### src/rtl/vector_sequencer.sv
// vector_sequencer: applies stored test vectors to a CPU under test, waits a
// settle time, compares the CPU display output against the expected word and
// accumulates pass/mismatch statistics.
//
//   state     | meaning
//   ----------+----------------------------------------------------------
//   ST_IDLE   | waiting for start; results of the previous run are held
//   ST_FETCH  | vec_addr presents the current index to the vector memory
//   ST_LOAD   | memory word arrives; apply gpio_in/dut_rst, arm settle timer
//   ST_SETTLE | settle timer counts down to zero
//   ST_CHECK  | compare gpio_out with expected, advance index or finish
//   ST_DONE   | run finished; done=1, results and applied stimulus held
module vector_sequencer #(
  parameter int NVEC   = 150,
  parameter int SETTLE = 6
) (
  input  logic        clk2,
  input  logic        rst,
  input  logic        start,
  input  logic        abort,
  output logic [7:0]  vec_addr,
  input  logic [67:0] vec_data,
  output logic        dut_rst,
  output logic [31:0] gpio_in,
  input  logic [31:0] gpio_out,
  output logic        busy,
  output logic        done,
  output logic        fail,
  output logic [15:0] err_count,
  output logic [15:0] pass_count,
  output logic [7:0]  first_fail
);

  typedef enum logic [2:0] {
    ST_IDLE, ST_FETCH, ST_LOAD, ST_SETTLE, ST_CHECK, ST_DONE
  } state_t;

  localparam logic [7:0] LP_LAST   = 8'(NVEC - 1);
  localparam logic [7:0] LP_SETTLE = 8'(SETTLE);

  state_t      r_state;
  state_t      w_next;
  logic [7:0]  r_index;
  logic [7:0]  r_settle_cnt;
  logic [31:0] r_expected;
  logic [31:0] r_gpio_in;
  logic        r_dut_rst;
  logic        r_fail;
  logic [15:0] r_err_count;
  logic [15:0] r_pass_count;
  logic [7:0]  r_first_fail;
  logic        w_busy;
  logic        w_abort;
  logic        w_last;

  assign w_last  = (r_index == LP_LAST);
  assign w_abort = w_busy && abort;

  // State register
  always_ff @(posedge clk2) begin
    if (!rst) r_state <= ST_IDLE;
    else      r_state <= w_next;
  end

  // Next-state and status decode; abort wins over every other transition
  always_comb begin
    w_next = r_state;
    w_busy = 1'b0;
    done   = 1'b0;
    case (r_state)
      ST_IDLE:   if (start) w_next = ST_FETCH;
      ST_FETCH:  begin w_busy = 1'b1; w_next = ST_LOAD; end
      ST_LOAD:   begin w_busy = 1'b1; w_next = ST_SETTLE; end
      ST_SETTLE: begin
        w_busy = 1'b1;
        if (r_settle_cnt <= 8'd1) w_next = ST_CHECK;
      end
      ST_CHECK:  begin
        w_busy = 1'b1;
        w_next = w_last ? ST_DONE : ST_FETCH;
      end
      ST_DONE:   begin
        done = 1'b1;
        if (start) w_next = ST_FETCH;
      end
      default:   w_next = ST_IDLE;
    endcase
    if (w_abort) w_next = ST_IDLE;
  end

  // Datapath: stimulus application, settle timer, result accumulation
  always_ff @(posedge clk2) begin
    if (!rst) begin
      r_index      <= 8'd0;
      r_settle_cnt <= 8'd0;
      r_expected   <= 32'd0;
      r_gpio_in    <= 32'd0;
      r_dut_rst    <= 1'b1;
      r_fail       <= 1'b0;
      r_err_count  <= 16'd0;
      r_pass_count <= 16'd0;
      r_first_fail <= 8'd0;
    end else if (w_abort) begin
      // Park the CPU in reset; statistics stay readable
      r_dut_rst <= 1'b1;
    end else begin
      case (r_state)
        ST_IDLE, ST_DONE: begin
          if (start) begin
            r_index      <= 8'd0;
            r_fail       <= 1'b0;
            r_err_count  <= 16'd0;
            r_pass_count <= 16'd0;
            r_first_fail <= 8'd0;
          end
        end
        ST_LOAD: begin
          r_gpio_in    <= vec_data[63:32];
          r_expected   <= vec_data[31:0];
          r_dut_rst    <= |vec_data[67:64];
          r_settle_cnt <= LP_SETTLE;
        end
        ST_SETTLE: begin
          r_settle_cnt <= r_settle_cnt - 8'd1;
        end
        ST_CHECK: begin
          // Vectors that hold the CPU in reset are not scored
          if (!r_dut_rst) begin
            if (gpio_out != r_expected) begin
              if (r_err_count != 16'hFFFF) r_err_count <= r_err_count + 16'd1;
              if (!r_fail) r_first_fail <= r_index;
              r_fail <= 1'b1;
            end else if (r_pass_count != 16'hFFFF) begin
              r_pass_count <= r_pass_count + 16'd1;
            end
          end
          if (!w_last) r_index <= r_index + 8'd1;
        end
        default: ;
      endcase
    end
  end

  assign vec_addr   = r_index;
  assign dut_rst    = r_dut_rst;
  assign gpio_in    = r_gpio_in;
  assign busy       = w_busy;
  assign fail       = r_fail;
  assign err_count  = r_err_count;
  assign pass_count = r_pass_count;
  assign first_fail = r_first_fail;

endmodule

### config.mk
export PLATFORM = sky130hd
export DESIGN_NAME = vector_sequencer
export DESIGN_NICKNAME = d
export VERILOG_FILES = /design/src/rtl/vector_sequencer.sv
export SDC_FILE = /design/constraint.sdc
export NUM_CORES = 1
export LEC_CHECK = 0
export CAP_MARGIN = 10
export CORE_MARGIN = 3
export CORE_UTILIZATION = 50
export CTS_CLUSTER_SIZE = 20
export DETAILED_ROUTE_END_ITERATION = 8
export GPL_TIMING_DRIVEN = 1
export HOLD_SLACK_MARGIN = 0.1
export PLACE_DENSITY = 0.95
export SLEW_MARGIN = 20
export SYNTH_ARGS = -nofsm -noshare
export SYNTH_HDL_FRONTEND = slang
export SYNTH_SLANG_ARGS = --single-unit
### constraint.sdc
create_clock -name clk2 -period 5.1 [get_ports clk2]
set_input_delay 0.765 -clock clk2 [delete_from_list [all_inputs] [get_ports clk2]]
set_output_delay 0.765 -clock clk2 [all_outputs]
set_load 0.05 [all_outputs]
Word level (Yosys, flattened, before mapping)

Cells that the tools add are included.

Add/subtract/negate cells: 4
Reduce and logical (&&, ||, !) cells: 16
Mux-type cells: 27
Bitwise gates (word level): 2
$lt $le $gt $ge: 1
Equal/unequal tests: 18

Operators with widths:

| operator              | count |
|---|---|
| $mux 16               | 7 |
| $pmux 16 s2           | 2 |
| $pmux 8 s2            | 3 |
| $mux 8                | 5 |
| $add 16x1->16 const B | 2 |
| $ne 16x16->1 const B  | 2 |
| $ne 32x32->1          | 1 |
| $reduce_and 6->1      | 3 |
| $ne 2x2->1 const B    | 8 |
| $pmux 3 s5            | 1 |
| $mux 3                | 3 |
| $add 8x1->8 const B   | 1 |
| $eq 8x8->1 const B    | 1 |
| $le 8x1->1 const B    | 1 |
| $reduce_or 4->1       | 2 |
| $sub 8x1->8 const B   | 1 |
| $eq 3x2->1 const B    | 2 |
| $eq 3x3->1 const B    | 2 |
| $reduce_and 2->1      | 3 |
| $mux 1                | 5 |
| $reduce_and 5->1      | 1 |
| $reduce_and 4->1      | 1 |
| $reduce_bool 2->1     | 2 |
| $reduce_or 2->1       | 2 |
| 6 further kinds       | 7 |

Input port bits: 104
Output and inout port bits: 84
Flip-flop bits (word level): 125
Word-level logic and storage cells: 78

Logic depth before layout (Yosys ltp)

Gate-level depths: netlist (run 1).

Depth in word-level cells: 6
Mapped depth: 8
Mapped depth without buffers: 8

Worst setup path before layout (run 1)

Ideal clock, no wire load.

Path kind: register -> register
Start point: register r_err_count[0] (netlist: err_count[0])
End point: register r_err_count[1] (netlist: err_count[1])
Clock period less this slack: 2.401 ns
Setup time: 0.070 ns
Path buffers: 2
Data required time: 5.030 ns
Data arrival time: 2.331 ns
Slack: 2.699 ns
Stages on the path, launching flop included: 9
Cells stage by stage: dfxtp_1 > ha_1 > and4_1 > clkbuf_1 > nand4_1 > o21ai_1 > buf_2 > o21ai_0 > a21oi_1

Word-level cells in the longest chain between the ends: 5
Elaborated cells on any way between the ends: 8
Classes of those cells: 1 x add/sub; 2 x eq/ne; 4 x mux; 1 x reduce/logical

Ends and longest elaborated chain:

| what                   | line | source |
|---|---|---|
| from (decl)            | 49   | `logic [15:0] r_err_count;` |
| from (signal assigned) | 130  | `if (r_err_count != 16'hFFFF) r_err_count <= r_err_count + 16'd1;` |
| $add 16x1->16          | 130  |  |
| $mux 16                | 130  |  |
| $mux 16                | 129  | `if (gpio_out != r_expected) begin` |
| $mux 16                | 128  | `if (!r_dut_rst) begin` |
| $pmux 16 s2            | 107  | `case (r_state)` |

Several ways; a longest one is shown, not always the timed one. The select of a mux whose other input is x is not followed.
A chain may end at the register's enable or synchronous reset.

Worst setup path in the final report (run 1)

Start point: input port gpio_out[20]
End point: register r_pass_count[3] (netlist: pass_count[3])

Word-level cells in the longest chain between the ends: 3

Ends and longest elaborated chain:

| what                       | line | source |
|---|---|---|
| from (decl)                | 25   | `input logic [31:0] gpio_out,` |
| $ne 32x32->1               | 129  |  |
| $ne 2x2->1 (no line)       | -    |  |
| $reduce_and 6->1 (no line) | -    |  |
| to (signal assigned)       | 134  | `r_pass_count <= r_pass_count + 16'd1;` |
| to (decl)                  | 50   | `logic [15:0] r_pass_count;` |

No other way between the ends.

==> results.txt, run 1 <==
outcome -> finished, final reports clean
WS Path Type -> in -> reg
VDD IR-drop max -> 0.000301 V
CP max FO -> 24
Finished Core Util -> 0.739
clock sink total -> 125
worst path cell trace -> clkdlybuf4s50_1 > xor2_1 > nor4_1 > and4_1 > nand2_1 > o31ai_1 > o211ai_1
commonest non-fill, non-tap cell in the layout -> clkdlybuf4s50_1
Syn Std Cell Area -> 5970 sq um
Final min period -> 3460 ps
Leak Pwr -> 3.01 nW
CTS clock-pin slew for the worst setup and hold paths -> 60 ps
synthesized flop and latch total -> 125
maxcap violations -> 0
worst slew pin tran -> 1030 ps
slew margin rel. -> 0.310
multi-input logic area -> 3250 sq um
CP endpoint kind -> flip-flop
via-per-instance ratio -> 5.91
Vias -> 6404
Site Rows -> 39
CP arrival -> 3730 ps
P&R area growth vs syn -> 43.1%
latest clock arrival within the worst-skew pair -> 420 ps
CTS Buf Count -> 17
Syn. warnings -> 0
Post-synth top flop -> dfxtp_1
Yosys top cell by area -> dfxtp_1
largest net degree at the start of global routing -> 66
IO Pins -> 188
Syn Area/Cell -> 7.88 sq um
max incr delay on CP -> 720 ps
PortBufs -> 187
Reg area -> 2500 sq um
most frequent cells in the layout -> 187 x clkdlybuf4s50_1, 173 x nand2_1, 125 x dfxtp_1
Post-Place Cells -> 1051
DP Wirelength -> 12900 microns
Synth area leaders -> dfxtp_1 42%, nand2_1 11%, a21oi_1 6.9%
Hold WS -> 455 ps
Fmax achieved -> 0.289 GHz
Final Hold Fails -> 0
synthesized netlist net count -> 868
sequential-to-total area share from yosys stat -> 0.419
vias in the first global route -> 6003
Crit path required time -> 5370 ps
post_cts resized -> 0
n_diodes -> 0
die span in y -> 115 microns
worst hold path type -> reg -> reg
power consumption -> 0.00278 W
share of the synthesized area in the top cell type -> 0.419
final non-filler cell total -> 1083
CTS tree -> done
Syn Inst Count -> 758
final wirelength -> 19100 microns
gr ovfl total -> 0
antenna-violating nets left -> 0
Avg WL per Cell -> 17.6 microns
crit start category -> input pin
Synth cell types -> 58
count of pins over their slew limit -> 0
Initial Util -> 0.516
Pre-Repair DR Iteration Count -> 6
RSZ-0062 raised after global routing -> no
clk root buf -> clkbuf_16
setup violators final -> 0
Chip Width -> 115 microns
setup TNS -> 0 ps
maximum buffer depth of the clock tree -> 2
layout cells sized above 1 -> 0.0564
global placement routability congestion -> 0.889
Nets -> 1037
number of synthesized flops with an enable pin -> 0
power per cell area -> 325 nW/um^2
first-pass GRT wire length -> 29800 microns
final worst-path cycle share -> 0.679
DRT iter0 DRCs -> 694
Slowest cell on crit path -> o31ai_1
DRC Markers -> 0
Fin Clk Skew -> 8.56 ps
core area -> 11600 sq um
FILL cells -> 776
antenna violations before repair -> 0
die area -> 13300 sq um
Post-CTS Hold Fix Bufs -> 0
post-synthesis async set-or-reset flop share -> 0
number of setup buffers added after CTS -> 0
H-tree lvl count -> 4
Total GRT Usage -> 0.285
-- routing by layer --
metal,part of all wire,GRT usage
met5,0,0
met4,0.037,0.140
met3,0.10,0.105
met1,0.38,0.327
met2,0.48,0.468
-- worst paths after layout --
path | from | end | slack (ps) | cells after the start
hold reg to reg | gpio_in[30] | gpio_in[30] | 460 | 2
setup / recovery | gpio_out[20] | pass_count[3] | 1640 | 7
hold / removal | gpio_in[30] | gpio_in[30] | 460 | 2
setup reg to reg | r_expected[20] | pass_count[3] | 2050 | 6
-- power by group --
part           switching [W]  internal, W  leakage [nW]
clock               0.000443     0.000873         0.312
combinational       0.000241     0.000168          1.68
sequential         0.0000407      0.00101          1.01
total               0.000725      0.00206          3.01
-- area by class of cell --
type	instances	share of cell area
Inverter	12	0.00527
Clock buffer	19	0.0519
Timing Repair Buffer	194	0.225
Sequential cell	125	0.293
Multi-Input combinational cell	577	0.381
Clock inverter	13	0.0229
Tap cell	143	0.0209
-- stage by stage --
step | worst slack [ps] | cell area (sq um)
2_1_floorplan | 2700 | 5970
3_3_place_gp | 1410 | 7900
3_5_place_dp | 1300 | 7900
4_1_cts | 1740 | 8540
5_1_grt | 1500 | 8540
6_report | 1640 | 8540
-- state kept, by name, indices dropped and copies added, names as in the netlist --
name and count:
err_count 16, r_settle_cnt 8, r_state 3, pass_count 16, vec_addr 8, fail 1
r_expected 32, dut_rst 1, first_fail 8, gpio_in 32
-- critical path: cells and delay by family --
family | cells | cell delay [ps]
AO/OA/AOI/OAI | 2 | 910
buffers and inverters | 1 | 420
XOR/XNOR | 1 | 150
AND/OR/NAND/NOR | 3 | 1490
-- cells by family (layout without fill, tap and decap cells) --
logic type,after synthesis,count (layout),share of synthesized area
multiplexers,1,1,0.00189
XOR/XNOR,44,44,0.0646
buffers and inverters,56,238,0.0381
flip-flops,125,125,0.419
AND/OR/NAND/NOR,374,374,0.303
adder cells (fa/ha/maj),6,6,0.0126
AO/OA/AOI/OAI,152,152,0.161
-- Yosys cell counts, drive strengths merged, types with 3 or more instances --
library cell / n
a31oi: 3
xor2: 37
a311oi: 3
nor3: 14
buf: 9
xnor2: 7
or3: 9
nor2: 42
nand4b: 7
ha: 6
nor4: 14
o211ai: 16
and3: 14
nand2: 173
o311ai: 3
o31ai: 3
a21oi: 82
nand3: 47
a211o: 4
clkbuf: 35
a41oi: 3
inv: 12
and4: 6
or4: 11
o21ai: 13
nor2b: 4
dfxtp: 125
nand4: 20
nor3b: 3
a211oi: 3
Power figures use the tool's default switching activity.
==> run 2, diff against run 1 <==
CORE_UTILIZATION = 47   (was 50)
PLACE_DENSITY = 0.93   (was 0.95)
clock period = 3.34 ns   (was 5.1 ns; I/O delays follow)
==> results.txt, run 2 (synthesized netlist as in run 1, its figures left out) <==
outcome -> finished, final reports clean
Final min period -> 2780 ps
die area -> 14100 sq um (+6.0%)
maximum buffer depth of the clock tree -> 2 (unchanged)
Post-CTS Hold Fix Bufs -> 0 (unchanged)
Crit path required time -> 2840 ps (-2530 ps)
Finished Core Util -> 0.712 (-0.0268)
setup violators final -> 0 (unchanged)
CTS tree -> done
Hold WS -> 452 ps (-2.82 ps)
CTS clock-pin slew for the worst setup and hold paths -> 50 ps (about the same)
antenna-violating nets left -> 0 (unchanged)
PortBufs -> 187 (unchanged)
crit start category -> flip-flop
count of pins over their slew limit -> 0 (unchanged)
die span in y -> 119 microns (+3.0%)
post_cts resized -> 0 (unchanged)
core area -> 12200 sq um (+5.6%)
VDD IR-drop max -> 0.000432 V (+44%)
number of setup buffers added after CTS -> 0 (unchanged)
Hold Path Depth -> 2 (unchanged)
Vias -> 6496 (+1.4%)
FILL cells -> 881 (+14%)
maxcap violations -> 0 (unchanged)
DP Wirelength -> 13200 microns (+2.4%)
worst hold path type -> reg -> reg
DRC Markers -> 0 (unchanged)
clk root buf -> clkbuf_16
Initial Util -> 0.489 (-0.0273)
Leak Pwr -> 3.07 nW (+2.2%)
multi-input logic area -> 3250 sq um (unchanged)
first-pass GRT wire length -> 31400 microns (+5.4%)
DRT iter0 DRCs -> 790 (+14%)
antenna violations before repair -> 0 (unchanged)
power per cell area -> 493 nW/um^2 (+52%)
clock sink total -> 125 (unchanged)
global placement routability congestion -> 0.890 (+0.18%)
vias in the first global route -> 6314 (+5.2%)
setup TNS -> 0 ps (unchanged)
layout cells sized above 1 -> 0.0634 (+0.00697)
IO Pins -> 188 (unchanged)
Fin Clk Skew -> 9.56 ps (+0.994 ps)
H-tree lvl count -> 4 (unchanged)
final wirelength -> 19500 microns (+2.3%)
commonest non-fill, non-tap cell in the layout -> clkdlybuf4s50_1
worst slew pin tran -> 747 ps (-282 ps)
WS Path Type -> reg -> out
hold worst-path end -> gpio_in[6]
Min-Delay Startpoint -> gpio_in[6]
Chip Width -> 119 microns (+3.0%)
Reg area -> 2500 sq um (unchanged)
largest net degree at the start of global routing -> 49 (-26%)
Site Rows -> 40 (+2.6%)
Final Hold Fails -> 0 (unchanged)
n_diodes -> 0 (unchanged)
Nets -> 1047 (+0.96%)
reg2reg path depth -> 6 (unchanged)
r2r setup slk -> 720 ps (-1330 ps)
launch point of the critical path -> r_state[0]
most frequent cells in the layout -> 187 x clkdlybuf4s50_1, 173 x nand2_1, 125 x dfxtp_1
Fmax achieved -> 0.359 GHz
CTS Buf Count -> 17 (unchanged)
Pre-Repair DR Iteration Count -> 8 (+2)
RR Endpoint -> err_count[12]
latest clock arrival within the worst-skew pair -> 420 ps (about the same)
via-per-instance ratio -> 5.83 (-1.5%)
P&R area growth vs syn -> 45.6%
Reg-to-Reg Start -> r_state[2]
slew margin rel. -> 0.502 (+0.192)
Avg WL per Cell -> 17.5 microns (-0.65%)
final worst-path cycle share -> 0.834
CP arrival -> 2280 ps (-1450 ps)
RSZ-0062 raised after global routing -> no
gr ovfl total -> 0 (unchanged)
Total GRT Usage -> 0.275 (-0.00985)
CP max FO -> 11 (-54%)
CP endpoint kind -> output pin
[run 2: worst max path at each step]
stage	endpoint	slack, ps	depth (start not counted)
after detailed placement	pass_count[8]	430	8
after global placement	pass_count[8]	430	8
after global routing	busy	440	4
after floorplan	err_count[1]	940	8
after CTS	busy	550	4
final	busy	560	4
[run 2: critical path, cell delays in order, from the launching register on]
cell and delay, ps:
dfxtp_1 490, buf_4 250, nor2_1 90, xnor2_1 200, clkdlybuf4s50_1 840
[run 2: metal layers]
layer | GRT usage | vias up | part of all wire
met2 | 0.469 | 431 | 0.49
met3 | 0.106 | 60 | 0.11
li1 | - | 3057 | -
met1 | 0.308 | 2948 | 0.37
met5 | 0 | - | 0
met4 | 0.109 | 0 | 0.031
[run 2: cell type report]
type / instances / share of cell area
multi-input combinational: 577 / 0.374
sequential: 125 / 0.288
timing repair buffer: 204 / 0.234
clock buffer: 22 / 0.0557
tap: 168 / 0.0242
clock inverter: 7 / 0.0184
inverter: 12 / 0.00518
[run 2: report_power, final]
| part | total, W | switching (W) | internal, W |
|---|---|---|---|
| Combinational | 0.000658 | 0.000384 | 0.000274 |
| Clock | 0.00203 | 0.000640 | 0.00139 |
| Sequential | 0.00160 | 0.0000546 | 0.00155 |
| Total | 0.00429 | 0.00108 | 0.00321 |
[run 2: metrics by stage]
stage	total power (W)	std cells	setup WS (ps)	cell area, sq um
2_1_floorplan	0.00199	758	939	5970
3_3_place_gp	0.00226	1086	427	8050
3_5_place_dp	0.00227	1086	427	8050
4_1_cts	0.00430	1115	553	8690
5_1_grt	0.00441	1115	435	8690
6_report	0.00429	1115	555	8690
==> run 3, diff against run 2 <==
CORE_UTILIZATION = 42   (was 47)
PLACE_DENSITY = 0.88   (was 0.93)
clock period = 2.26 ns   (was 3.34 ns; I/O delays follow)
==> results.txt, run 3 (synthesized netlist as in run 1, its figures left out) <==
r2r setup slk -> 110 ps (-610 ps)
CTS tree -> done
slew margin rel. -> 0.643 (+0.141)
PortBufs -> 187 (unchanged)
number of setup buffers added after CTS -> 0 (unchanged)
Comb pwr share -> 0.172 (+0.019)
worst slew pin tran -> 534 ps (-214 ps)
Leak Pwr -> 3.25 nW (+5.8%)
cell mode on critical path -> buf_4
global placement routability congestion -> 0.906 (+1.8%)
die area -> 15700 sq um (+11%)
FILL cells -> 1087 (+23%)
commonest non-fill, non-tap cell in the layout -> clkdlybuf4s50_1
VDD IR-drop max -> 0.000596 V (+38%)
first-pass GRT wire length -> 30300 microns (-3.7%)
H-tree lvl count -> 4 (unchanged)
IO Pins -> 188 (unchanged)
Clock power frac -> 0.445 (-0.028)
latest clock arrival within the worst-skew pair -> 430 ps (about the same)
CTS clock-pin slew for the worst setup and hold paths -> 60 ps (about the same)
Post-Place Cells -> 1132 (+4.2%)
Hold WS -> 452 ps (-0.422 ps)
Initial Util -> 0.440 (-0.0485)
maxcap violations -> 0 (unchanged)
most frequent cells in the layout -> 185 x clkdlybuf4s50_1, 172 x nand2_1, 119 x dfxtp_1
Fin Clk Skew -> 12.3 ps (+2.72 ps)
setup violators final -> 0 (unchanged)
n_diodes -> 0 (unchanged)
CP max FO -> 9 (-2)
Site Rows -> 42 (+5.0%)
WS Path Type -> reg -> reg
setup TNS -> 0 ps (unchanged)
final non-filler cell total -> 1164 (+4.4%)
core area -> 13600 sq um (+11%)
vias in the first global route -> 6296 (-0.29%)
antenna-violating nets left -> 0 (unchanged)
Final Hold Fails -> 0 (unchanged)
DRC Markers -> 0 (unchanged)
Int Power -> 0.00439 W (+37%)
antenna violations before repair -> 0 (unchanged)
crit start category -> flip-flop
Buf/Inv on CP -> 3 (+1)
final worst-path cycle share -> 0.950
count of pins over their slew limit -> 0 (unchanged)
Sequential Power Share -> 0.382 (+0.008)
Vias -> 6489 (-0.11%)
outcome -> finished, final reports clean
Post-CTS Hold Fix Bufs -> 0 (unchanged)
Fmax achieved -> 0.466 GHz
RSZ-0062 raised after global routing -> no
Final WS setup -> 113 ps (-442 ps)
clock sink total -> 125 (unchanged)
via-per-instance ratio -> 5.57 (-4.3%)
Slowest cell on crit path -> dfxtp_1
CP endpoint kind -> flip-flop
Pre-Repair DR Iteration Count -> 5 (-3)
worst hold path type -> in -> reg
power per cell area -> 684 nW/um^2 (+39%)
Crit path required time -> 2630 ps (-210 ps)
DRT iter0 DRCs -> 624 (-21%)
CTS Buf Count -> 17 (unchanged)
Total GRT Usage -> 0.235 (-0.0404)
largest net degree at the start of global routing -> 66 (+35%)
die span in y -> 125 microns (+5.5%)
Chip Width -> 125 microns (+5.5%)
P&R area growth vs syn -> 50.4%
Psw -> 0.00174 W (+62%)
gr ovfl total -> 0 (unchanged)
Final min period -> 2150 ps
Place WS -> -351 ps (-778 ps)
layout cells sized above 1 -> 0.115 (+0.0520)
Worst path top cell family by delay -> simple AND/OR/NAND/NOR gates
Sw Ratio -> 0.284 (+0.0329)
maximum buffer depth of the clock tree -> 2 (unchanged)
DP Wirelength -> 13600 microns (+3.2%)
Avg WL per Cell -> 16.2 microns (-7.3%)
final wirelength -> 18900 microns (-3.2%)
clk root buf -> clkbuf_16
Nets -> 1085 (+3.6%)
max incr delay on CP -> 320 ps (-520 ps)
worst path cell trace -> xor2_1 > buf_4 > nor4_1 > buf_4 > and4_1 > nand2_2 > buf_4 > nor4b_1 > a211o_1
CP arrival -> 2520 ps (+240 ps)
run 3: what timing repair did:
item / 4_1_cts / 5_1_grt
setup endpoints to repair: 2 / 13
hold endpoints to repair: 0 / 0
resized for setup: 1 / 4
run 3: power groups by stage:
stage | logic, W | clock network (W) | registers, W
6_report | 0.00106 | 0.00273 | 0.00235
5_1_grt | 0.00114 | 0.00286 | 0.00236
4_1_cts | 0.00105 | 0.00276 | 0.00235
3_5_place_dp | 0.00104 | 0 | 0.00239
3_3_place_gp | 0.00103 | 0 | 0.00239
2_1_floorplan | 0.000450 | 0 | 0.00249
run 3: layout make-up:
cell class	count	area, sq um	share of cell area
Multi-Input combinational cell	577	3270	0.365
Sequential cell	125	2510	0.280
Inverter	12	45.0	0.00502
Clock buffer	17	425	0.0474
Timing Repair Buffer	242	2340	0.261
Clock inverter	15	161	0.0180
Tap cell	176	220	0.0245
run 3: metrics by stage:
step	cell area, sq um	utilization	power (W)
6_report	8980	0.662	0.00614
5_1_grt	8980	0.662	0.00635
3_5_place_dp	8370	0.617	0.00344
2_1_floorplan	5980	-	0.00294
3_3_place_gp	8370	0.617	0.00342
4_1_cts	8960	0.661	0.00616
run 3: metal layers:
| metal | track usage | wire [microns] |
|---|---|---|
| met3 | 0.0913 | 1850 |
| met2 | 0.403 | 9370 |
| met4 | 0.0950 | 478 |
| met5 | 0 | 0 |
| met1 | 0.260 | 7190 |
run 3: path summary, 6_finish.rpt:
path / to / cells after the start / start
setup / recovery: pass_count[12] / 9 / r_expected[3]
hold reg to reg: gpio_in[5] / 2 / gpio_in[5]
setup reg to reg: pass_count[12] / 9 / r_expected[3]
hold / removal: gpio_in[30] / 3 / vec_data[62]
run 3: worst reg2reg max path, cell delays in order (launching register included):
cell and delay (ps):
dfxtp_1 320, xor2_1 190, buf_4 150, nor4_1 160
buf_4 160, and4_1 270, nand2_2 160, buf_4 210
nor4b_1 320, a211o_1 140
